===== src/rtl/seg_scan_decoder.sv =====
// Decodes a multiplexed two-digit active-low 7-segment scan bus into a 4-bit value.
// Each digit is captured once it has been stable for STABLE_CYCLES samples.
module seg_scan_decoder #(
   parameter int unsigned STABLE_CYCLES = 4
) (
   input  logic       clk,
   input  logic       rst_n,
   input  logic [6:0] seg,
   input  logic [1:0] an,
   output logic [3:0] value,
   output logic       value_valid,
   output logic       err
);

   typedef enum logic [1:0] {StWaitAny, StHaveTens, StHaveUnits} state_e;

   localparam logic [3:0] RunMax     = 4'(STABLE_CYCLES);
   localparam logic [8:0] SampleIdle = {2'b11, 7'b1111111};

   logic [8:0] sample_q, prev_q;
   logic [3:0] run_q, run_d;
   state_e     state_q, state_d;
   logic [3:0] tens_q, tens_d;
   logic [3:0] units_q, units_d;
   logic [3:0] value_q, value_d;
   logic       valid_q, valid_d;
   logic       err_q, err_d;

   logic       sel_one, is_tens, conflict_first, capture;
   logic [3:0] dig;
   logic       dig_ok;
   logic [3:0] pair_tens, pair_units;
   logic [6:0] pair_sum;

   assign sel_one        = sample_q[8] ^ sample_q[7];
   assign is_tens        = (sample_q[8:7] == 2'b01);
   assign conflict_first = (sample_q[8:7] == 2'b00) && (prev_q[8:7] != 2'b00);

   always_comb begin
      run_d = 4'd0;
      if (!sel_one) begin
         run_d = 4'd0;
      end else if (sample_q != prev_q) begin
         run_d = 4'd1;
      end else if (run_q == RunMax) begin
         run_d = RunMax;
      end else begin
         run_d = run_q + 4'd1;
      end
   end

   // Fire only on the cycle the counter first reaches the threshold.
   assign capture = (run_d == RunMax) && (run_q != RunMax);

   always_comb begin
      dig    = 4'd0;
      dig_ok = 1'b1;
      case (sample_q[6:0])
         7'b1000000: dig = 4'd0;
         7'b1111001: dig = 4'd1;
         7'b0100100: dig = 4'd2;
         7'b0110000: dig = 4'd3;
         7'b0011001: dig = 4'd4;
         7'b0010010: dig = 4'd5;
         7'b0000010: dig = 4'd6;
         7'b1111000: dig = 4'd7;
         7'b0000000: dig = 4'd8;
         7'b0010000: dig = 4'd9;
         default:    dig_ok = 1'b0;
      endcase
   end

   assign pair_tens  = is_tens ? dig : tens_q;
   assign pair_units = is_tens ? units_q : dig;
   assign pair_sum   = {3'b000, pair_tens} * 7'd10 + {3'b000, pair_units};

   always_comb begin
      state_d = state_q;
      tens_d  = tens_q;
      units_d = units_q;
      value_d = value_q;
      valid_d = 1'b0;
      err_d   = 1'b0;
      if (conflict_first) begin
         err_d   = 1'b1;
         state_d = StWaitAny;
         tens_d  = 4'd0;
         units_d = 4'd0;
      end else if (capture) begin
         if (!dig_ok) begin
            err_d   = 1'b1;
            state_d = StWaitAny;
            tens_d  = 4'd0;
            units_d = 4'd0;
         end else if ((is_tens && state_q == StHaveUnits) ||
                      (!is_tens && state_q == StHaveTens)) begin
            if (pair_sum <= 7'd15) begin
               value_d = pair_sum[3:0];
               valid_d = 1'b1;
            end else begin
               err_d = 1'b1;
            end
            state_d = StWaitAny;
            tens_d  = 4'd0;
            units_d = 4'd0;
         end else if (is_tens) begin
            tens_d  = dig;
            state_d = StHaveTens;
         end else begin
            units_d = dig;
            state_d = StHaveUnits;
         end
      end
   end

   always_ff @(posedge clk) begin
      if (!rst_n) begin
         sample_q <= SampleIdle;
         prev_q   <= SampleIdle;
         run_q    <= 4'd0;
         state_q  <= StWaitAny;
         tens_q   <= 4'd0;
         units_q  <= 4'd0;
         value_q  <= 4'd0;
         valid_q  <= 1'b0;
         err_q    <= 1'b0;
      end else begin
         sample_q <= {an, seg};
         prev_q   <= sample_q;
         run_q    <= run_d;
         state_q  <= state_d;
         tens_q   <= tens_d;
         units_q  <= units_d;
         value_q  <= value_d;
         valid_q  <= valid_d;
         err_q    <= err_d;
      end
   end

   assign value       = value_q;
   assign value_valid = valid_q;
   assign err         = err_q;

endmodule


===== config.mk =====
export PLATFORM = sky130hd
export DESIGN_NAME = seg_scan_decoder
export DESIGN_NICKNAME = d
export VERILOG_FILES = /design/src/rtl/seg_scan_decoder.sv
export SDC_FILE = /design/constraint.sdc
export NUM_CORES = 1
export LEC_CHECK = 0
export BUFFER_PORTS_ARGS = -buffer_cell sky130_fd_sc_hd__clkbuf_2
export CAP_MARGIN = 30
export CORE_MARGIN = 2
export CORE_UTILIZATION = 65
export CTS_BUF_LIST = sky130_fd_sc_hd__clkbuf_8
export CTS_CLUSTER_SIZE = 8
export DETAILED_ROUTE_END_ITERATION = 7
export HOLD_SLACK_MARGIN = 0.06
export PLACE_DENSITY = 0.84
export SETUP_SLACK_MARGIN = 0.02
export SYNTH_ARGS = -nofsm -noshare
export SYNTH_HDL_FRONTEND = slang
export SYNTH_SLANG_ARGS = --single-unit
export TNS_END_PERCENT = 1

===== constraint.sdc =====
create_clock -name clk -period 6.76 [get_ports clk]
set_clock_uncertainty 0.2 [all_clocks]
set_input_delay 0.676 -clock clk [delete_from_list [all_inputs] [get_ports clk]]
set_output_delay 0.676 -clock clk [all_outputs]
set_load 0.02 [all_outputs]

# Yosys cells after proc, flatten, opt, wreduce, memory -nomap -nowiden

Index checks and enable logic that the tools add are counted.

Flip-flop bits (word level): 38
Input port bits: 11
Logic and storage cells: 68

Add/subtract/negate cells: 2
Multipliers: 1
Order comparisons: 1
Equal/unequal tests: 16
Muxes and demuxes: 20
Bitwise logic cells: 6
Reductions and logical operators: 13

Operator list:

| kind                | number |
|---|---|
| $mux 4              | 9 |
| $pmux 4 s9          | 1 |
| $eq 7x5->1 const B  | 3 |
| $eq 7x7->1 const B  | 3 |
| $eq 7x6->1 const B  | 2 |
| $reduce_or 10->1    | 1 |
| $ne 9x9->1          | 1 |
| $eq 4x3->1 const B  | 2 |
| $add 7x4->7         | 1 |
| $eq 7x2->1 const B  | 1 |
| $le 7x4->1 const B  | 1 |
| $logic_not 7->1     | 1 |
| $mux 1              | 7 |
| $mul 4x3->6 const B | 1 |
| $mux 2              | 3 |
| $not 1->1           | 5 |
| $reduce_and 5->1    | 1 |
| $reduce_or 5->1     | 1 |
| $add 4x1->4 const B | 1 |
| $eq 2x1->1 const B  | 2 |
| $logic_and 1x1->1   | 4 |
| $ne 4x3->1 const B  | 1 |
| $eq 2x2->1 const B  | 1 |
| $logic_not 2->1     | 1 |
| other kinds (5)     | 5 |

# Depth between registers and ports, before layout

Gate-level depths: netlist of the first run.

Depth in word-level cells: 11
Depth in mapped cells: 15
Mapped depth without buffers: 14

# Worst setup path before layout of the first run

OpenSTA, ideal clock, no wires.

Path kind: register -> register
Start: reg sample_q[4]
End: reg value_q[0], in the netlist value[0]
Library setup time: 0.119 ns
Arrival: 3.430 ns
Path slack: 3.011 ns
Stages on the path, launching flop included: 14
Path buffers: 1
Cells stage by stage: dfxtp_1 buf_2 or3b_2 a21oi_1 o21ai_0 a31oi_1 ha_1 ha_1 inv_1 fa_1 or4_1 mux2_2 nor3_1 nor3_1

Longest elaborated chain between the ends: 7

Ends and longest elaborated chain:

| what                                     | RTL line | source |
|---|---|---|
| start, declared                          | 20       | `logic [8:0] sample_q, prev_q;` |
| start signal, assigned                   | 118      | `sample_q <= SampleIdle;` |
| start signal, assigned                   | 128      | `sample_q <= {an, seg};` |
| $eq 7x5->1, or another cell as far along | 58       | `case (sample_q[6:0])` |
| $pmux 4 s9                               | 58       |  |
| $mux 4                                   | --       |  |
| $mul 4x3->6                              | 75       | `assign pair_sum = {3'b000, pair_tens} * 7'd10 + {3'b000, pair_units};` |
| $add 7x4->7                              | 75       |  |
| $le 7x4->1                               | 97       | `if (pair_sum <= 7'd15) begin` |
| $reduce_and 5->1 (no source line)        | --       |  |
| end signal, assigned                     | 134      | `value_q <= value_d;` |
| end, declared                            | 25       | `logic [3:0] value_q, value_d;` |

Several ways; a longest one is shown, not always the timed one.
A chain may end at the register's enable or synchronous reset.

# Final worst setup path of the first run

Start: reg sample_q[1]
End: reg value_q[2], in the netlist value[2]

Same word-level chain as after synthesis.

==> impl_metrics.py, run 1 <==
metrics = {
    "timing": {
        "layout_min_cycle_time_ps": 4021,
        "final_hold_viol_count": 0,
        "finalSetupViolCount": 0,
        "layout_setup_ws_ps": 2740,
        "slew_viol_final": 0,
        "grt_setup_unrepaired": "no",
        "max_slew_margin_pct": 57.95,
        "tns_ps": 0,
        "max_slew.worst_pin.slew_ps": 625.9,
        "max_freq_ghz": 0.2487,
        "period_share_pct": 59.47,
    },
    "drt": {
        "detail-route-antenna-nets": 0,
        "routedWlPerCell_um": 13.35,
        "drc": 0,
        "via_per_inst": 5.839,
        "drt_iter0_drc": 139,
        "drtPass1Iterations": 4,
        "dr_total_vias": 1629,
        "routed_wl_um": 3725,
    },
    "clock_tree": {
        "ctsHtreeMaxLevel": 2,
        "ctsHoldBuffers": 0,
        "cts_buffers": 5,
        "cts_tree": "built",
        "clock-sinks": 38,
        "postCtsSetupBuffers": 0,
        "cts.clk_slew.worst_paths_ps": 60,
        "cts_root_buffer": "clkbuf_8",
        "cts-resized-gates": 0,
        "insertion_delay_ps": 290,
        "ctsLongestPathBuffers": 2,
    },
    "synth": {
        "synthFlopType": "dfxtp_1",
        "synth_cells": 231,
        "netlist_area_um2": 2019,
        "synth_edf_count": 0,
        "synth-seq-cells": 38,
        "synth.avg_cell_area_um2": 8.742,
        "synth_top_area_share_pct": 37.67,
        "seq_area_frac_synth_pct": 37.67,
        "synth_cell_types": 43,
        "async_flop_share_pct": 0,
        "synth.most_common_cell": "dfxtp_1",
        "synthTopCellsByCount": "dfxtp_1 (38), nand2_1 (22), nor2_1 (18)",
        "yosys_warnings": 0,
        "synth_fp_nets": 254,
        "yosys.area.top_type": "dfxtp_1",
        "ys_top_cells_by_area": "dfxtp_1 (38%), ha_1 (6.2%), nand2b_1 (4.6%)",
    },
    "floorplanning": {
        "core_um2": 3003,
        "dieWidth_um": 59.74,
        "initial_core_util_pct": 67.25,
        "num_io_pins": 17,
        "fp.dieH_um": 59.74,
        "dieArea_um2": 3569,
        "num_rows": 20,
    },
    "min_path": {
        "hold_start": "value[3]",
        "worst_hold_path_type": "flop to flop",
        "min_path_cells": 2,
    },
    "finish": {
        "design_area_um2": 2163,
        "final_util_pct": 72.04,
        "antenna_cells": 0,
        "area_growth_syn_to_layout_pct": 7.125,
        "fin_nets": 269,
        "layout-drive-gt1-share_pct": 12.20,
    },
    "outcome": {
        "status": "finished clean",
    },
    "setup_path": {
        "crit_path_start": "sample_q[1]",
        "rr_worst_depth": 12,
        "criticalPathCategory": "flop to flop",
        "cp-start-kind": "flop",
        "cp.arrival_ps": 4020,
        "critPathMaxFanout": 9,
        "critPathRequiredTime_ps": 6760,
        "r2r-start": "sample_q[1]",
        "end_kind": "flop",
    },
    "grt": {
        "grt_max_degree": 24,
        "grt_pass1_wl_um": 6258,
        "grt_pass1_vias": 1432,
        "overflow": 0,
        "antenna_found_initial": 0,
        "grt_usage_pct": 23.61,
    },
    "placed_design": {
        "gp_congestion": 0.8256,
        "dpl_cell_area_um2": 2087,
        "port_buffers": 16,
        "place_ws_ps": 2750,
        "dp_hpwl_um": 2768,
    },
    "power_and_ir_drop": {
        "p_total_uw": 415.2,
        "p_leak_nw": 0.8630,
        "ir_drop_mv": 0.1162,
        "p_per_area_nw_per_um2": 191.9,
    },
    "flow_run": {
        "maxCapViolCount": 0,
    },
}
metrics by stage:
stage	hold slack, ps	std cells
2_1_floorplan	254.3	231
4_1_cts	285.6	279
3_5_place_dp	275.9	272
5_1_grt	289.4	279
6_report	282.8	279
3_3_place_gp	272.5	272
power breakdown:
part,total [mW],internal [mW],switching [mW]
logic,0.0379,0.0158,0.0220
clock network,0.141,0.0679,0.0727
registers,0.237,0.229,0.00718
total,0.415,0.313,0.102
cell usage in the layout (no fill, tap or decap), drive strengths merged:
cell,n
xnor2,3
mux2,3
a2111o,1
or4b,1
a21oi,13
a31oi,3
o21ai,6
or3b,1
nor4,3
a21o,2
clkbuf,21
nand3,9
inv,18
a32oi,1
nor2,18
nand4,1
nand2,22
mux2i,1
or3,1
dfxtp,38
ha,10
xor2,10
nor3,9
nand2b,15
o21bai,1
or4,3
nor2b,4
a22oi,9
and3,4
a311oi,1
nand3b,4
fa,2
nor3b,2
a2111oi,2
a31o,1
a211oi,3
cells by family after synthesis:
kind of cell | Yosys count | synth area share, %
xor+xnor | 13 | 5.638
flops | 38 | 37.67
compound gates | 43 | 15.12
mux | 4 | 2.354
fa+ha+maj | 12 | 8.179
buf+inv | 24 | 5.638
simple gates | 97 | 25.40
worst max-delay path: stages, from the launching register on:
cell,delay [ps]
dfxtp_1,500
or3b_2,470
a21oi_1,150
o21ai_0,120
a31oi_1,360
ha_1,300
ha_1,190
inv_1,60
fa_1,410
or4_1,550
mux2i_2,280
a21oi_1,100
a311oi_1,240
final timing paths:
kind         endpoint  slack [ps]
max          value[2]        2740
min          value[3]         280
max reg2reg  value[2]        2740
min reg2reg  value[3]         280
sequential cells by signal, indices dropped and copies added, names as in the netlist:
signal	flops
run_q	4
state_q	2
prev_q	9
value_valid	1
tens_q	4
sample_q	9
value	4
err	1
units_q	4
routing by layer:
metal	routed length [µm]	track usage, %	share of wire, %
met3	175	5.628	4.7
met1	1733	29.86	47
met4	93	13.02	2.5
met5	0	0	0
met2	1722	36.80	46
layout make-up:
cell class	instances	area, µm²
inverters	16	60.06
clock inverters	2	7.507
multi-input cells	169	1145
flip-flops and latches	38	760.7
repair buffers	16	80.08
fillers	244	839.6
well taps	33	41.29
clock buffers	5	68.82
No activity file was read; power rests on OpenSTA's default activity.
==> run 2, diff against run 1 <==
--- a/config.mk
+++ b/config.mk
@@ -8,12 +8,12 @@
 export BUFFER_PORTS_ARGS = -buffer_cell sky130_fd_sc_hd__clkbuf_2
 export CAP_MARGIN = 30
 export CORE_MARGIN = 2
-export CORE_UTILIZATION = 65
+export CORE_UTILIZATION = 55
 export CTS_BUF_LIST = sky130_fd_sc_hd__clkbuf_8
 export CTS_CLUSTER_SIZE = 8
 export DETAILED_ROUTE_END_ITERATION = 7
 export HOLD_SLACK_MARGIN = 0.06
-export PLACE_DENSITY = 0.84
+export PLACE_DENSITY = 0.75
 export SETUP_SLACK_MARGIN = 0.02
 export SYNTH_ARGS = -nofsm -noshare
 export SYNTH_HDL_FRONTEND = slang
==> constraint.sdc (replaced) <==
create_clock -name clk -period 3.5 [get_ports clk]
set_clock_uncertainty 0.2 [all_clocks]
set_input_delay 0.35 -clock clk [delete_from_list [all_inputs] [get_ports clk]]
set_output_delay 0.35 -clock clk [all_outputs]
set_load 0.02 [all_outputs]
==> run 2 against run 1 <==
  * The flow now finishes with violations (setup timing)
  * Power rose by 110%
  * Clock-buffer cell count did not move
  * Register-to-register slack got worse by 2800 ps
  * Fmax rose by 12%
  * Worst setup slack got worse by 2800 ps
  * Sequential share of layout area fell by 6.2 points
  * Largest cell class unchanged
  * Sequential cell count did not move
  * Die area rose by 17%
  * Core utilization rose by 1.8 points
  * Combinational power rose to 3.2 times the previous value
  * Routed wire length rose by 15%
  * Highest routed layer unchanged
  * Critical endpoint is now value[1]
  * Global-route usage fell by 1.3 points
==> impl_metrics.py, run 2 (synthesis gave the netlist of run 1 again) <==
metrics = {
    "outcome": {
        "status": "finished with violations",
        "violations": "setup timing",
    },
    "setup_path": {
        "critPathRequiredTime_ps": 3480,
        "cp.depth": 12,
        "cp-start-kind": "flop",
        "end_kind": "flop",
        "cp_num_buf_inv": 0,
        "r2r-start": "sample_q[1]",
        "crit_path_start": "sample_q[1]",
        "rr_worst_depth": 12,
        "critPathMaxFanout": 5,
        "criticalPathCategory": "flop to flop",
        "cp_cell_sequence": "nand3b_1 -> or4_4 -> and3_4 -> a21oi_4 -> ha_4 -> ha_4 -> nor2b_4 -> nor2_1 -> or4_4 -> mux2_4 -> o21ai_2 -> a21oi_1",
        "cp_top_family": "simple AND/OR/NAND/NOR gates",
        "critPathMaxStageDelay_ps": 600,
        "cp.arrival_ps": 3550,
        "cp_slowest_cell": "or4_4",
    },
    "finish": {
        "regArea_um2": 772.0,
        "layout_commonest_cell": "dfxtp_1",
        "fillers": 267,
        "antenna_cells": 0,
        "fin_nets": 307,
        "layout-drive-gt1-share_pct": 30.28,
        "final_cell_mix": "dfxtp_1 (33), buf_4 (29), nand2_1 (22)",
        "multiInputGateArea_um2": 1303,
        "final_cells": 332,
        "final_util_pct": 73.80,
        "reg_top3": "prev_q (9), sample_q (9)",
        "area_growth_syn_to_layout_pct": 31.78,
    },
    "power_and_ir_drop": {
        "internal_power_uw": 635.7,
        "p_leak_nw": 1.051,
        "ir_drop_mv": 0.2662,
        "p_comb_share_pct": 14.0,
        "switching_share_pct": 25.53,
        "p_total_uw": 853.6,
        "pwr-share-seq_pct": 53.0,
        "clock_power_share_pct": 33.0,
        "power.switching_uw": 217.9,
        "p_per_area_nw_per_um2": 320.7,
    },
    "clock_tree": {
        "clock-sinks": 38,
        "cts.clk_slew.worst_paths_ps": 70,
        "ctsHtreeMaxLevel": 2,
        "cts_tree": "built",
        "cts_buffers": 5,
        "cts_root_buffer": "clkbuf_8",
        "ctsLongestPathBuffers": 2,
        "insertion_delay_ps": 290,
    },
    "grt": {
        "grt_pass1_wl_um": 7258,
        "grt_usage_pct": 22.35,
        "overflow": 0,
        "grt_max_degree": 24,
        "antenna_found_initial": 0,
        "grt_pass1_vias": 1652,
    },
    "drt": {
        "drc": 0,
        "via_per_inst": 5.325,
        "routedWlPerCell_um": 12.91,
        "drt_iter0_drc": 99,
        "detail-route-antenna-nets": 0,
        "drtPass1Iterations": 4,
        "routed_wl_um": 4285,
        "dr_total_vias": 1768,
    },
    "timing": {
        "period_share_pct": 102.2,
        "slew_viol_final": 0,
        "final_hold_viol_count": 0,
        "layout_min_cycle_time_ps": 3576,
        "finalSetupViolCount": 6,
        "tns_ps": -328.3,
        "grt_setup_unrepaired": "yes",
        "layout_setup_ws_ps": -75.62,
        "max_slew_margin_pct": 59.10,
        "max_slew.worst_pin.slew_ps": 612.4,
        "max_freq_ghz": 0.2797,
    },
    "placed_design": {
        "dpl.cell_count": 314,
        "port_buffers": 16,
        "gp_congestion": 0.8318,
        "dp_hpwl_um": 3032,
    },
    "floorplanning": {
        "dieWidth_um": 64.60,
        "initial_core_util_pct": 56.00,
        "num_rows": 22,
        "dieArea_um2": 4173,
        "core_um2": 3606,
        "num_io_pins": 17,
        "fp.dieH_um": 64.60,
    },
    "flow_run": {
        "maxCapViolCount": 0,
    },
    "min_path": {
        "min_path_cells": 2,
        "worst_hold_path_type": "flop to flop",
        "hold_start": "value[3]",
    },
}
-- run 2: cell count changes in the layout (fill, tap and decap cells not counted), sizes merged --
cell / delta
buf: +29
dlygate4sd3: +9
clkinv: +2
inv: -2
-- run 2: stage by stage --
step	setup slack (ps)	hold WS [ps]	area, µm²
global route	-192.1	288.0	2661
CTS	0.3453	283.3	2569
floorplan	-106.3	223.0	2074
detailed placement	-138.7	273.7	2361
global placement	-66.81	266.2	2361
finish	-75.62	263.8	2661
-- run 2: metal layers --
| layer | vias to the layer above | routed length (µm) | track usage [%] |
|---|---|---|---|
| li1 | 906 | - | - |
| met1 | 816 | 1905 | 27.50 |
| met2 | 40 | 2135 | 38.02 |
| met3 | 6 | 184 | 5.556 |
| met4 | 0 | 59 | 7.713 |
| met5 | - | 0 | 0 |
-- run 2: worst min-delay path: stages (launching register included) --
cell and delay [ps]:
dfxtp_1 320, o21ai_2 50, a21oi_1 50
-- run 2: layout make-up --
cell class / instances / share of cell area, %
Multi-Input combinational cell: 169 / 48.94
Sequential cell: 38 / 29.01
Tap cell: 48 / 2.257
Clock inverter: 2 / 0.3761
Clock buffer: 5 / 2.586
Inverter: 16 / 2.257
Timing Repair Buffer: 54 / 14.57
-- run 2: repair_timing --
action                                  in CTS  in global routing
hold buffers                                 9                  0
gates cloned                                 0                  0
resized for setup                           13                 15
setup buffers                                0                  2
pin swaps                                    6                  4
hold endpoints to repair                     9                  0
endpoints found under the setup margin       6                  6
-- run 2: power groups by stage --
stage	Combinational, mW	Clock (mW)	Sequential, mW
global placement	0.0985	0	0.462
finish	0.120	0.282	0.452
detailed placement	0.0998	0	0.463
global route	0.132	0.311	0.454
CTS	0.111	0.293	0.453
floorplan	0.0683	0	0.459
-- run 2: worst paths after layout --
kind               to  slack [ps]
min reg2reg  value[3]         260
max reg2reg  value[1]         -80
max          value[1]         -80
min          value[3]         260
